File: src/rtl/tdc_pkg.sv
// tdc_pkg: shared widths, mode encoding, event record and thermometer decode
// for the tdc_mc_stamp multi-channel time stamper.
package tdc_pkg;

    // Event record fields are sized for the largest supported configuration.
    // Narrower instances zero-extend into them and slice back out.
    localparam int unsigned EVT_CH_W  = 8;
    localparam int unsigned EVT_RAW_W = 48;
    localparam int unsigned THERM_MAX = 256;

    typedef enum logic {
        MODE_ABS      = 1'b0,
        MODE_INTERVAL = 1'b1
    } tdc_mode_e;

    typedef struct packed {
        logic [EVT_CH_W-1:0]  ch;
        logic [EVT_RAW_W-1:0] raw;
    } tdc_evt_t;

    function automatic int fn_w(input int phases);
        return $clog2(phases);
    endfunction

    function automatic int raw_w(input int crs_w, input int phases);
        return crs_w + $clog2(phases);
    endfunction

    function automatic int out_w(input int crs_w, input int phases, input int scale);
        return raw_w(crs_w, phases) + $clog2(scale + 1);
    endfunction

    function automatic int ch_w(input int ch_num);
        return (ch_num > 1) ? $clog2(ch_num) : 1;
    endfunction

    // Index of the lowest set bit (earliest phase at which the input was high).
    function automatic logic [7:0] lowest_set_idx(input logic [THERM_MAX-1:0] therm);
        logic [7:0] idx;
        logic       found;
        idx   = '0;
        found = 1'b0;
        for (int unsigned i = 0; i < THERM_MAX; i++) begin
            if (therm[i] && !found) begin
                idx   = 8'(i);
                found = 1'b1;
            end
        end
        return idx;
    endfunction

endpackage

File: src/rtl/tdc_evt_fifo.sv
// tdc_evt_fifo: synchronous FIFO with a registered show-ahead head.
// The head register always holds the oldest stored entry, so the full
// DEPTH entries are usable and rd_data_o/rd_vld_o come straight from flops.
module tdc_evt_fifo #(
    parameter int unsigned WIDTH = 8,
    parameter int unsigned DEPTH = 16
) (
    input  logic             clk_i,
    input  logic             rst_i,
    input  logic             wr_en_i,
    input  logic [WIDTH-1:0] wr_data_i,
    input  logic             rd_en_i,
    output logic [WIDTH-1:0] rd_data_o,
    output logic             rd_vld_o,
    output logic             full_o,
    output logic             empty_o
);

    localparam int unsigned AW = (DEPTH > 1) ? $clog2(DEPTH) : 1;
    localparam int unsigned CW = $clog2(DEPTH + 1);

    logic [WIDTH-1:0] mem_q [DEPTH];
    logic [AW-1:0]    wr_ptr_q, wr_ptr_d;
    logic [AW-1:0]    rd_ptr_q, rd_ptr_d;
    logic [CW-1:0]    count_q, count_d;
    logic [WIDTH-1:0] head_q, head_d;
    logic             head_vld_q, head_vld_d;
    logic             do_wr, do_rd;

    assign full_o    = (count_q == CW'(DEPTH));
    assign empty_o   = (count_q == '0);
    assign rd_data_o = head_q;
    assign rd_vld_o  = head_vld_q;

    // Pointer/count bookkeeping and next head selection (bypass when the
    // entry being written becomes the new head in the same cycle).
    always_comb begin
        do_rd    = rd_en_i && head_vld_q;
        do_wr    = wr_en_i && (!full_o || do_rd);
        rd_ptr_d = rd_ptr_q;
        wr_ptr_d = wr_ptr_q;
        if (do_rd) rd_ptr_d = (rd_ptr_q == AW'(DEPTH - 1)) ? '0 : rd_ptr_q + AW'(1);
        if (do_wr) wr_ptr_d = (wr_ptr_q == AW'(DEPTH - 1)) ? '0 : wr_ptr_q + AW'(1);
        count_d    = count_q + CW'(do_wr) - CW'(do_rd);
        head_vld_d = (count_d != '0);
        if (!head_vld_d)
            head_d = '0;
        else if (do_wr && (wr_ptr_q == rd_ptr_d))
            head_d = wr_data_i;
        else
            head_d = mem_q[rd_ptr_d];
    end

    // Storage array; contents are don't-care until written.
    always_ff @(posedge clk_i) begin
        if (do_wr) mem_q[wr_ptr_q] <= wr_data_i;
    end

    // Control state and the registered head.
    always_ff @(posedge clk_i) begin
        if (rst_i) begin
            wr_ptr_q   <= '0;
            rd_ptr_q   <= '0;
            count_q    <= '0;
            head_q     <= '0;
            head_vld_q <= 1'b0;
        end else begin
            wr_ptr_q   <= wr_ptr_d;
            rd_ptr_q   <= rd_ptr_d;
            count_q    <= count_d;
            head_q     <= head_d;
            head_vld_q <= head_vld_d;
        end
    end

endmodule

File: src/rtl/tdc_mc_stamp.sv
// tdc_mc_stamp: multi-channel TDC stamper. Edge detect -> per-channel hold
// -> round-robin arbiter / mode routing -> scaler -> output FIFO.
// Optional macro TDC_OFFSET_CAL_EN adds cal_wr/cal_ch/cal_ofs per-channel
// signed bin offsets applied before mode handling.
module tdc_mc_stamp
    import tdc_pkg::*;
#(
    parameter  int unsigned CH_NUM     = 4,
    parameter  int unsigned PHASES     = 16,
    parameter  int unsigned CRS_W      = 24,
    parameter  int unsigned SCALE      = 400,
    parameter  int unsigned FIFO_DEPTH = 16,
    localparam int unsigned FN_W       = fn_w(PHASES),
    localparam int unsigned RAW_W      = raw_w(CRS_W, PHASES),
    localparam int unsigned OUT_W      = out_w(CRS_W, PHASES, SCALE),
    localparam int unsigned CH_W       = ch_w(CH_NUM)
) (
    input  logic                     pll_clk,
    input  logic                     rst,
    input  logic [CH_NUM*PHASES-1:0] sig_therm,
    input  logic                     arm,
    input  logic                     mode,
    input  logic                     rdy,
    output logic [OUT_W-1:0]         out_time,
    output logic [CH_W-1:0]          out_ch,
    output logic                     dval,
    output logic [7:0]               lost_cnt
`ifdef TDC_OFFSET_CAL_EN
   ,input  logic                     cal_wr,
    input  logic [CH_W-1:0]          cal_ch,
    input  logic [7:0]               cal_ofs
`endif
);

    logic [CRS_W-1:0] coarse_q;
    logic [CH_NUM-1:0] prev_q;
    logic [CH_NUM-1:0] edge_c;
    logic [RAW_W-1:0]  raw_c [CH_NUM];

    tdc_evt_t          hold_q [CH_NUM];
    tdc_evt_t          hold_d [CH_NUM];
    logic [CH_NUM-1:0] hold_vld_q, hold_vld_d;
    logic [15:0]       drop1;

    logic              grant_vld;
    logic [CH_W-1:0]   grant_idx;
    logic [CH_W-1:0]   ptr_q, ptr_d;

    tdc_mode_e         mode_q;
    logic [RAW_W-1:0]  start_q, start_d;
    logic              start_vld_q, start_vld_d;
    logic [RAW_W-1:0]  ofs_raw, raw_adj;
    tdc_evt_t          evt_g;

    logic              s2_vld_q, s2_vld_d;
    logic [RAW_W-1:0]  s2_val_q, s2_val_d;
    logic [CH_W-1:0]   s2_ch_q, s2_ch_d;
    logic              s3_vld_q;
    logic [OUT_W-1:0]  s3_time_q;
    logic [CH_W-1:0]   s3_ch_q;

    logic              fifo_full, fifo_empty, drop3;
    logic [7:0]        lost_q;
    logic [15:0]       lost_sum;

    // Edge detection and raw {coarse, fine} formation per channel.
    always_comb begin
        for (int unsigned c = 0; c < CH_NUM; c++) begin
            edge_c[c] = arm && !prev_q[c] && sig_therm[c*PHASES + PHASES - 1];
            raw_c[c]  = {coarse_q, FN_W'(lowest_set_idx(THERM_MAX'(sig_therm[c*PHASES +: PHASES])))};
        end
    end

    // Round-robin search starting at the pointer.
    always_comb begin
        int unsigned j;
        j         = 0;
        grant_vld = 1'b0;
        grant_idx = '0;
        for (int unsigned i = 0; i < CH_NUM; i++) begin
            j = (32'(ptr_q) + i) % CH_NUM;
            if (!grant_vld && hold_vld_q[CH_W'(j)]) begin
                grant_vld = 1'b1;
                grant_idx = CH_W'(j);
            end
        end
        ptr_d = ptr_q;
        if (grant_vld)
            ptr_d = (grant_idx == CH_W'(CH_NUM - 1)) ? '0 : grant_idx + CH_W'(1);
    end

    // Hold capture; a slot freed by this cycle's grant may be refilled.
    always_comb begin
        drop1 = '0;
        for (int unsigned c = 0; c < CH_NUM; c++) begin
            hold_vld_d[c] = hold_vld_q[c] && !(grant_vld && (grant_idx == CH_W'(c)));
            hold_d[c]     = hold_q[c];
            if (edge_c[c]) begin
                if (hold_vld_d[c]) begin
                    drop1 = drop1 + 16'd1;
                end else begin
                    hold_vld_d[c] = 1'b1;
                    hold_d[c].ch  = EVT_CH_W'(c);
                    hold_d[c].raw = EVT_RAW_W'(raw_c[c]);
                end
            end
        end
    end

`ifdef TDC_OFFSET_CAL_EN
    logic signed [7:0] cal_q [CH_NUM];

    // Per-channel signed bin offsets loaded through the calibration port.
    always_ff @(posedge pll_clk) begin
        if (rst) begin
            for (int unsigned c = 0; c < CH_NUM; c++) cal_q[c] <= '0;
        end else if (cal_wr && (32'(cal_ch) < CH_NUM)) begin
            cal_q[cal_ch] <= signed'(cal_ofs);
        end
    end

    assign ofs_raw = RAW_W'(cal_q[grant_idx]);
`else
    assign ofs_raw = '0;
`endif

    // Mode routing of the granted event: start capture, interval or absolute.
    always_comb begin
        evt_g       = hold_q[grant_idx];
        raw_adj     = evt_g.raw[RAW_W-1:0] - ofs_raw;
        s2_vld_d    = 1'b0;
        s2_val_d    = raw_adj;
        s2_ch_d     = evt_g.ch[CH_W-1:0];
        start_d     = start_q;
        start_vld_d = start_vld_q && (mode_q == MODE_INTERVAL);
        if (grant_vld) begin
            if (mode_q == MODE_ABS) begin
                s2_vld_d = 1'b1;
            end else if (grant_idx == '0) begin
                start_d     = raw_adj;
                start_vld_d = 1'b1;
            end else if (start_vld_q) begin
                s2_vld_d = 1'b1;
                s2_val_d = raw_adj - start_q;
            end
        end
    end

    assign drop3    = s3_vld_q && fifo_full && !(dval && rdy);
    assign lost_sum = 16'(lost_q) + drop1 + 16'(drop3);

    // Pipeline, arbitration and bookkeeping state.
    always_ff @(posedge pll_clk) begin
        if (rst) begin
            coarse_q    <= '0;
            prev_q      <= '0;
            hold_vld_q  <= '0;
            for (int unsigned c = 0; c < CH_NUM; c++) hold_q[c] <= '0;
            ptr_q       <= '0;
            mode_q      <= MODE_ABS;
            start_q     <= '0;
            start_vld_q <= 1'b0;
            s2_vld_q    <= 1'b0;
            s2_val_q    <= '0;
            s2_ch_q     <= '0;
            s3_vld_q    <= 1'b0;
            s3_time_q   <= '0;
            s3_ch_q     <= '0;
            lost_q      <= '0;
        end else begin
            coarse_q    <= coarse_q + CRS_W'(1);
            for (int unsigned c = 0; c < CH_NUM; c++) begin
                prev_q[c] <= sig_therm[c*PHASES + PHASES - 1];
                hold_q[c] <= hold_d[c];
            end
            hold_vld_q  <= hold_vld_d;
            ptr_q       <= ptr_d;
            mode_q      <= tdc_mode_e'(mode);
            start_q     <= start_d;
            start_vld_q <= start_vld_d;
            s2_vld_q    <= s2_vld_d;
            s2_val_q    <= s2_val_d;
            s2_ch_q     <= s2_ch_d;
            s3_vld_q    <= s2_vld_q;
            s3_time_q   <= OUT_W'(s2_val_q) * OUT_W'(SCALE);
            s3_ch_q     <= s2_ch_q;
            lost_q      <= (lost_sum > 16'd255) ? 8'd255 : lost_sum[7:0];
        end
    end

    tdc_evt_fifo #(
        .WIDTH (OUT_W + CH_W),
        .DEPTH (FIFO_DEPTH)
    ) u_fifo (
        .clk_i     (pll_clk),
        .rst_i     (rst),
        .wr_en_i   (s3_vld_q),
        .wr_data_i ({s3_time_q, s3_ch_q}),
        .rd_en_i   (rdy),
        .rd_data_o ({out_time, out_ch}),
        .rd_vld_o  (dval),
        .full_o    (fifo_full),
        .empty_o   (fifo_empty)
    );

    assign lost_cnt = lost_q;

endmodule
File: config.mk
export PLATFORM = sky130hd
export DESIGN_NAME = tdc_mc_stamp
export DESIGN_NICKNAME = d
export VERILOG_FILES = /design/src/rtl/tdc_pkg.sv /design/src/rtl/tdc_evt_fifo.sv /design/src/rtl/tdc_mc_stamp.sv
export SDC_FILE = /design/constraint.sdc
export NUM_CORES = 1
export LEC_CHECK = 0
export ABC_CLOCK_PERIOD_IN_PS = 6400
export CORE_ASPECT_RATIO = 0.5
export CORE_MARGIN = 5
export CORE_UTILIZATION = 56
export DETAILED_ROUTE_END_ITERATION = 16
export HOLD_SLACK_MARGIN = 0.15
export PLACE_DENSITY = 0.7
export SLEW_MARGIN = 20
export SYNTH_ARGS = -nofsm -noshare
export SYNTH_HDL_FRONTEND = slang
export SYNTH_HIERARCHICAL = 1
export SYNTH_SLANG_ARGS = --single-unit
File: constraint.sdc
create_clock -name pll_clk -period 6.4 [get_ports pll_clk]
set_clock_uncertainty 0.15 [all_clocks]
set_input_delay 0.96 -clock pll_clk [delete_from_list [all_inputs] [get_ports pll_clk]]
set_output_delay 0.96 -clock pll_clk [all_outputs]
set_load 0.02 [all_outputs]
# ---- Word-level counts from Yosys, hierarchy flattened
# Memory sizes are Yosys's and may differ from the RTL's. A register that Yosys moved wholly into a read port is not among the register bits.
# Cells that the tools add are included.
dict set report word_totals {
  ff_bits 157
  ramBits 848
  in_bits 69
  mem_count 2
}
dict set report op_classes {
  n_addsub 15
  n_mul 1
  magnitude_cmp 5
  n_eq_ne 14
  n_mux 180
  n_bitwise 6
  n_reduce_logical 167
}
# memory words word_bits read_ports rd_ports_with_merged_regs wr line
set memory_table {}
lappend memory_table {u_fifo.mem_q 16 39 1 1 1 tdc_evt_fifo.sv:22} ;# logic [WIDTH-1:0] mem_q [DEPTH];
lappend memory_table {hold_q 4 56 1 0 4 tdc_mc_stamp.sv:40} ;# tdc_evt_t hold_q [CH_NUM];
# op count
set op_table {}
lappend op_table {{2-to-1 mux 56 bit} 12}
lappend op_table {{2-to-1 mux 4 bit} 56}
lappend op_table {{2-to-1 mux 28 bit} 4}
lappend op_table {{2-to-1 mux 16 bit} 6}
lappend op_table {{2-to-1 mux 1 bit} 89}
lappend op_table {{logical AND 1 bit} 84}
lappend op_table {{logical NOT 1 bit} 73}
lappend op_table {{adder 16 x 1 -> 16 bit, second input constant} 3}
lappend op_table {{multiplier 28 x 5 -> 33 bit, second input constant} 1}
lappend op_table {{subtractor 28 bit} 1}
lappend op_table {{adder 24 x 1 -> 24 bit, second input constant} 1}
lappend op_table {{adder 16 x 1 -> 16 bit} 1}
lappend op_table {{adder 8 x 16 -> 16 bit} 1}
lappend op_table {{> comparator 16 x 8 -> 1 bit, second input constant} 1}
lappend op_table {{AND reduction 3 bit} 5}
lappend op_table {{2-to-1 mux 2 bit} 7}
lappend op_table {{< comparator 2 x 3 -> 1 bit, second input constant} 4}
lappend op_table {{adder 4 x 1 -> 4 bit, second input constant} 2}
lappend op_table {{binary-select mux 1 bit (select 2 bit)} 4}
lappend op_table {{equality test 4 bit, second input constant} 2}
lappend op_table {{2-to-1 mux 8 bit} 1}
lappend op_table {{!= test 2 bit, second input constant} 4}
lappend op_table {{adder 5 x 1 -> 5 bit} 1}
lappend op_table {{equality test 5 bit, second input constant} 1}
lappend op_table {{13 further kinds} 24}

# ---- Longest topological paths before layout
dict set report logic_depth {
  ltp_word 49
  mapped_depth 25
  depth_no_buf 23
}

# ---- By module
# Netlist, hierarchy kept.
# mod instances cells_per_inst area_each_um2
set by_module_without_submodules {}
lappend by_module_without_submodules {tdc_evt_fifo 1 2150 28382.2}
lappend by_module_without_submodules {tdc_mc_stamp 1 1701 15113.2}

# ---- Least setup slack after synthesis
# OpenSTA, ideal clock, no wires.
dict set report synth_timing {
  kind {in2reg}
  from {in rdy}
  to {mem u_fifo/mem_q[3][0] (netlist bit), enable pin}
  t_arrival_ns 4.426
  required_ns 5.766
  slack_ns 1.340
  cell_stages 6
  cell_sequence {buf_4 -> nand2_4 -> buf_6 -> a21boi_4 -> nand2_1 -> nor3_1}
}
dict set report synth_via {
  elab_chain_len 5
}
# item line
set synth_lines {}
lappend synth_lines {{start: declaration} tdc_mc_stamp.sv:23} ;# input logic rdy,
lappend synth_lines {{logical AND 1 bit} tdc_evt_fifo.sv:38} ;# do_rd = rd_en_i && head_vld_q;
lappend synth_lines {{logical OR 1 bit} tdc_evt_fifo.sv:39} ;# do_wr = wr_en_i && (!full_o || do_rd);
lappend synth_lines {{logical AND 1 bit} tdc_evt_fifo.sv:39}
lappend synth_lines {{2-to-1 mux 1 bit} tdc_evt_fifo.sv:56} ;# if (do_wr) mem_q[wr_ptr_q] <= wr_data_i;
lappend synth_lines {{2-to-1 mux 1 bit (not written as such)} tdc_evt_fifo.sv:56}
lappend synth_lines {{end: declaration} tdc_evt_fifo.sv:22}
# Every way passes these cells.

# ---- Final worst setup path
dict set report layout_timing {
  from {reg ptr_q[1]}
  to {reg lost_q[7], in the netlist lost_cnt[7]}
}
dict set report layout_via {
  elab_chain_len 31
  elab_cells_between_ends 56
  classes_between {add/sub: 8; order compare: 1; eq/ne: 3; mux: 25; reduce/logical: 19}
}
# item line
set layout_lines {}
lappend layout_lines {{start: declaration} tdc_mc_stamp.sv:47} ;# logic [CH_W-1:0] ptr_q, ptr_d;
lappend layout_lines {{start signal: assignment} tdc_mc_stamp.sv:177} ;# ptr_q <= ptr_d;
lappend layout_lines {{parallel branches: the longest is 26 deep, another holds adder 2 x 1 -> 2 bit} n/a}
lappend layout_lines {{2-to-1 mux 16 bit *} tdc_mc_stamp.sv:98} ;# if (edge_c[c]) begin
lappend layout_lines {{adder 8 x 16 -> 16 bit *} tdc_mc_stamp.sv:150} ;# assign lost_sum = 16'(lost_q) + drop1 + 16'(drop3);
lappend layout_lines {{adder 16 x 1 -> 16 bit *} tdc_mc_stamp.sv:150}
lappend layout_lines {{> comparator 16 x 8 -> 1 bit} tdc_mc_stamp.sv:187} ;# lost_q <= (lost_sum > 16'd255) ? 8'd255 : lost_sum[7:0];
lappend layout_lines {{2-to-1 mux 8 bit *} tdc_mc_stamp.sv:187}
lappend layout_lines {{end signal: assignment} tdc_mc_stamp.sv:187}
lappend layout_lines {{end: declaration} tdc_mc_stamp.sv:63} ;# logic [7:0] lost_q;
# Every way passes the cells marked *. The select of a mux whose other input is x is not followed.
# A chain may end at the register's enable or synchronous reset.

==> metrics.yaml <==
die:
  num_rows: 72
  pin_count: 117
  start_util: 0.564
  dieArea_um2: 83700
  core_area_um2: 77100
  dieWidth_um: 404
  die_h_um: 207
run_status:
  status: "complete, no violations"
clock_network:
  clk_pin_slew_worst_paths_ns: 0.07
  tritoncts: "built"
  clkLatencyLatePin_ns: 0.67
  cts-root-buf: "clkbuf_16"
  cts_setup_buffers: 0
  cts_buffers: 81
  ctsResizeCount: 0
  cts_buffer_depth: 3
  h-tree-depth: 3
  cts-hold-fix-buffers: 0
  cts_num_sinks: 931
final_layout:
  fillers: 6038
  layout-drive-gt1-share: 0.0737
  syn2layout_area_growth_pct: 12.1
  most-common-layout-cells: "edfxtp_1 (737), nand2_1 (655), dfxtp_1 (193)"
  fin_cells: 5054
  layout.nets: 4181
  mostFrequentLayoutCell: "edfxtp_1"
routing:
  vias: 30800
  first_pass_iters: 6
  routed_via_density: 6.09
  drc: 0
  drtIter0Drc: 2851
  routed_wl_mm: 115
  wl_per_cell_um: 22.7
  drtAntennaViolNets: 0
setup_path:
  cp-start-kind: "register"
  critPathKind: "register to register"
  cp-end-kind: "register"
  required_ns: 6.77
  worstPathArrival_ns: 5.41
  cp_max_fo: 6
timing:
  rsz0062_at_grt: "false"
  setup_viol: 0
  hold_violations: 0
  slew_headroom: 0.209
  final.setup.tns_ns: 0
  hold_ws_ns: 0.302
  min_period_ns: 5.03
  maxSlewViolCount: 0
  min_period_over_period: 0.786
  fmax_mhz: 199
  worst_pin_slew_ns: 1.18
power_and_ir_drop:
  vdd_drop_max_mv: 0.242
  total_power_mw: 16.5
  power_density_nw_per_um2: 338
  p_leak_nw: 18.1
global_route:
  grt_pass1_vias: 30300
  grt_max_degree: 143
  grt_pass1_wl_mm: 176
  grt_overflow: 0
  antenna_found_initial: 5
  grt_use_total: 0.270
synthesis:
  netlist_instances: 3850
  avgSynthCellArea_um2: 11.3
  syn_area_um2: 43500
  yosys_warnings: 6
place:
  place_hpwl_mm: 65.2
  dp_cells: 4900
  numPortBuffers: 116
  gp_congestion: 0.857
flow_run:
  maxCapViolCount: 0
hold_path:
  holdCritPathClass: "register to register"
## final timing paths
| check | startpoint | to | slack [ns] | depth (start not counted) |
|---|---|---|---|---|
| worst max-delay path | ptr_q[1] | lost_cnt[7] | 1.37 | 20 |
| worst min-delay path | start_q[2] | start_q[2] | 0.30 | 2 |
| worst max register to register | ptr_q[1] | lost_cnt[7] | 1.37 | 20 |
| worst min register to register | start_q[2] | start_q[2] | 0.30 | 2 |
## critical path, cell delays in order (launching register included)
cell and delay, ns:
dfxtp_1 0.44, mux2i_1 0.22, o32ai_1 0.11, or2_1 0.29, ha_1 0.30, nand2b_1 0.19
nor2_1 0.15, ha_1 0.25, mux2_2 0.30, ha_1 0.29, mux2_2 0.28, ha_1 0.28
mux2_2 0.30, ha_1 0.28, a21o_1 0.18, a21oi_1 0.22, nor2b_1 0.07, o21ai_0 0.28
nor2_1 0.11, o21ai_0 0.16, nor2_1 0.05
## power breakdown
part	total [mW]	switching (mW)	internal [mW]
logic	3.78	2.40	1.38
clock network	5.20	2.27	2.93
registers	7.51	0.442	7.07
total	16.5	5.12	11.4
## sequential cells by signal, summed over array words and instances (netlist names)
name,count
start_q,28
lost_cnt,8
hold_vld_q,4
s3_time_q,33
ptr_q,2
s2_val_q,28
s3_vld_q,1
s2_ch_q,2
u_fifo/mem_q,624
u_fifo/count_q,5
u_fifo/rd_ptr_q,4
u_fifo/rd_data_o,39
u_fifo/rd_vld_o,1
prev_q,4
coarse_q,24
start_vld_q,1
hold_q,115
s3_ch_q,2
u_fifo/wr_ptr_q,4
s2_vld_q,1
mode_q,1
## metrics by stage
| stage | area [um^2] | worst slack [ns] | utilization |
|---|---|---|---|
| floorplan | 43700 | 1.34 | - |
| global placement | 45900 | 1.05 | 0.595 |
| detailed placement | 45900 | 1.08 | 0.595 |
| CTS | 48700 | 1.38 | 0.632 |
| global route | 48700 | 1.01 | 0.632 |
| finish | 48700 | 1.37 | 0.632 |
## per-layer routing
metal  vias to the layer above  track usage  share of wire
met4                         2       0.0832          0.029
met2                      1289        0.445           0.48
met1                     15100        0.366           0.41
met3                       240       0.0542          0.086
li1                      14200            -              -
met5                         -            0        0.00010
## cell type report
cell class              instances  area, um^2  share of cell area
well taps                    1036        1300              0.0266
repair buffers                178        1730              0.0355
clock inverters                48         611              0.0125
inverters                     184         692              0.0142
multi-input cells            2572       16200               0.332
clock buffers                 103        2210              0.0454
diodes                          2        5.00            0.000103
flip-flops and latches        931       26000               0.534
Note: power is estimated with default switching activity, not from simulation.
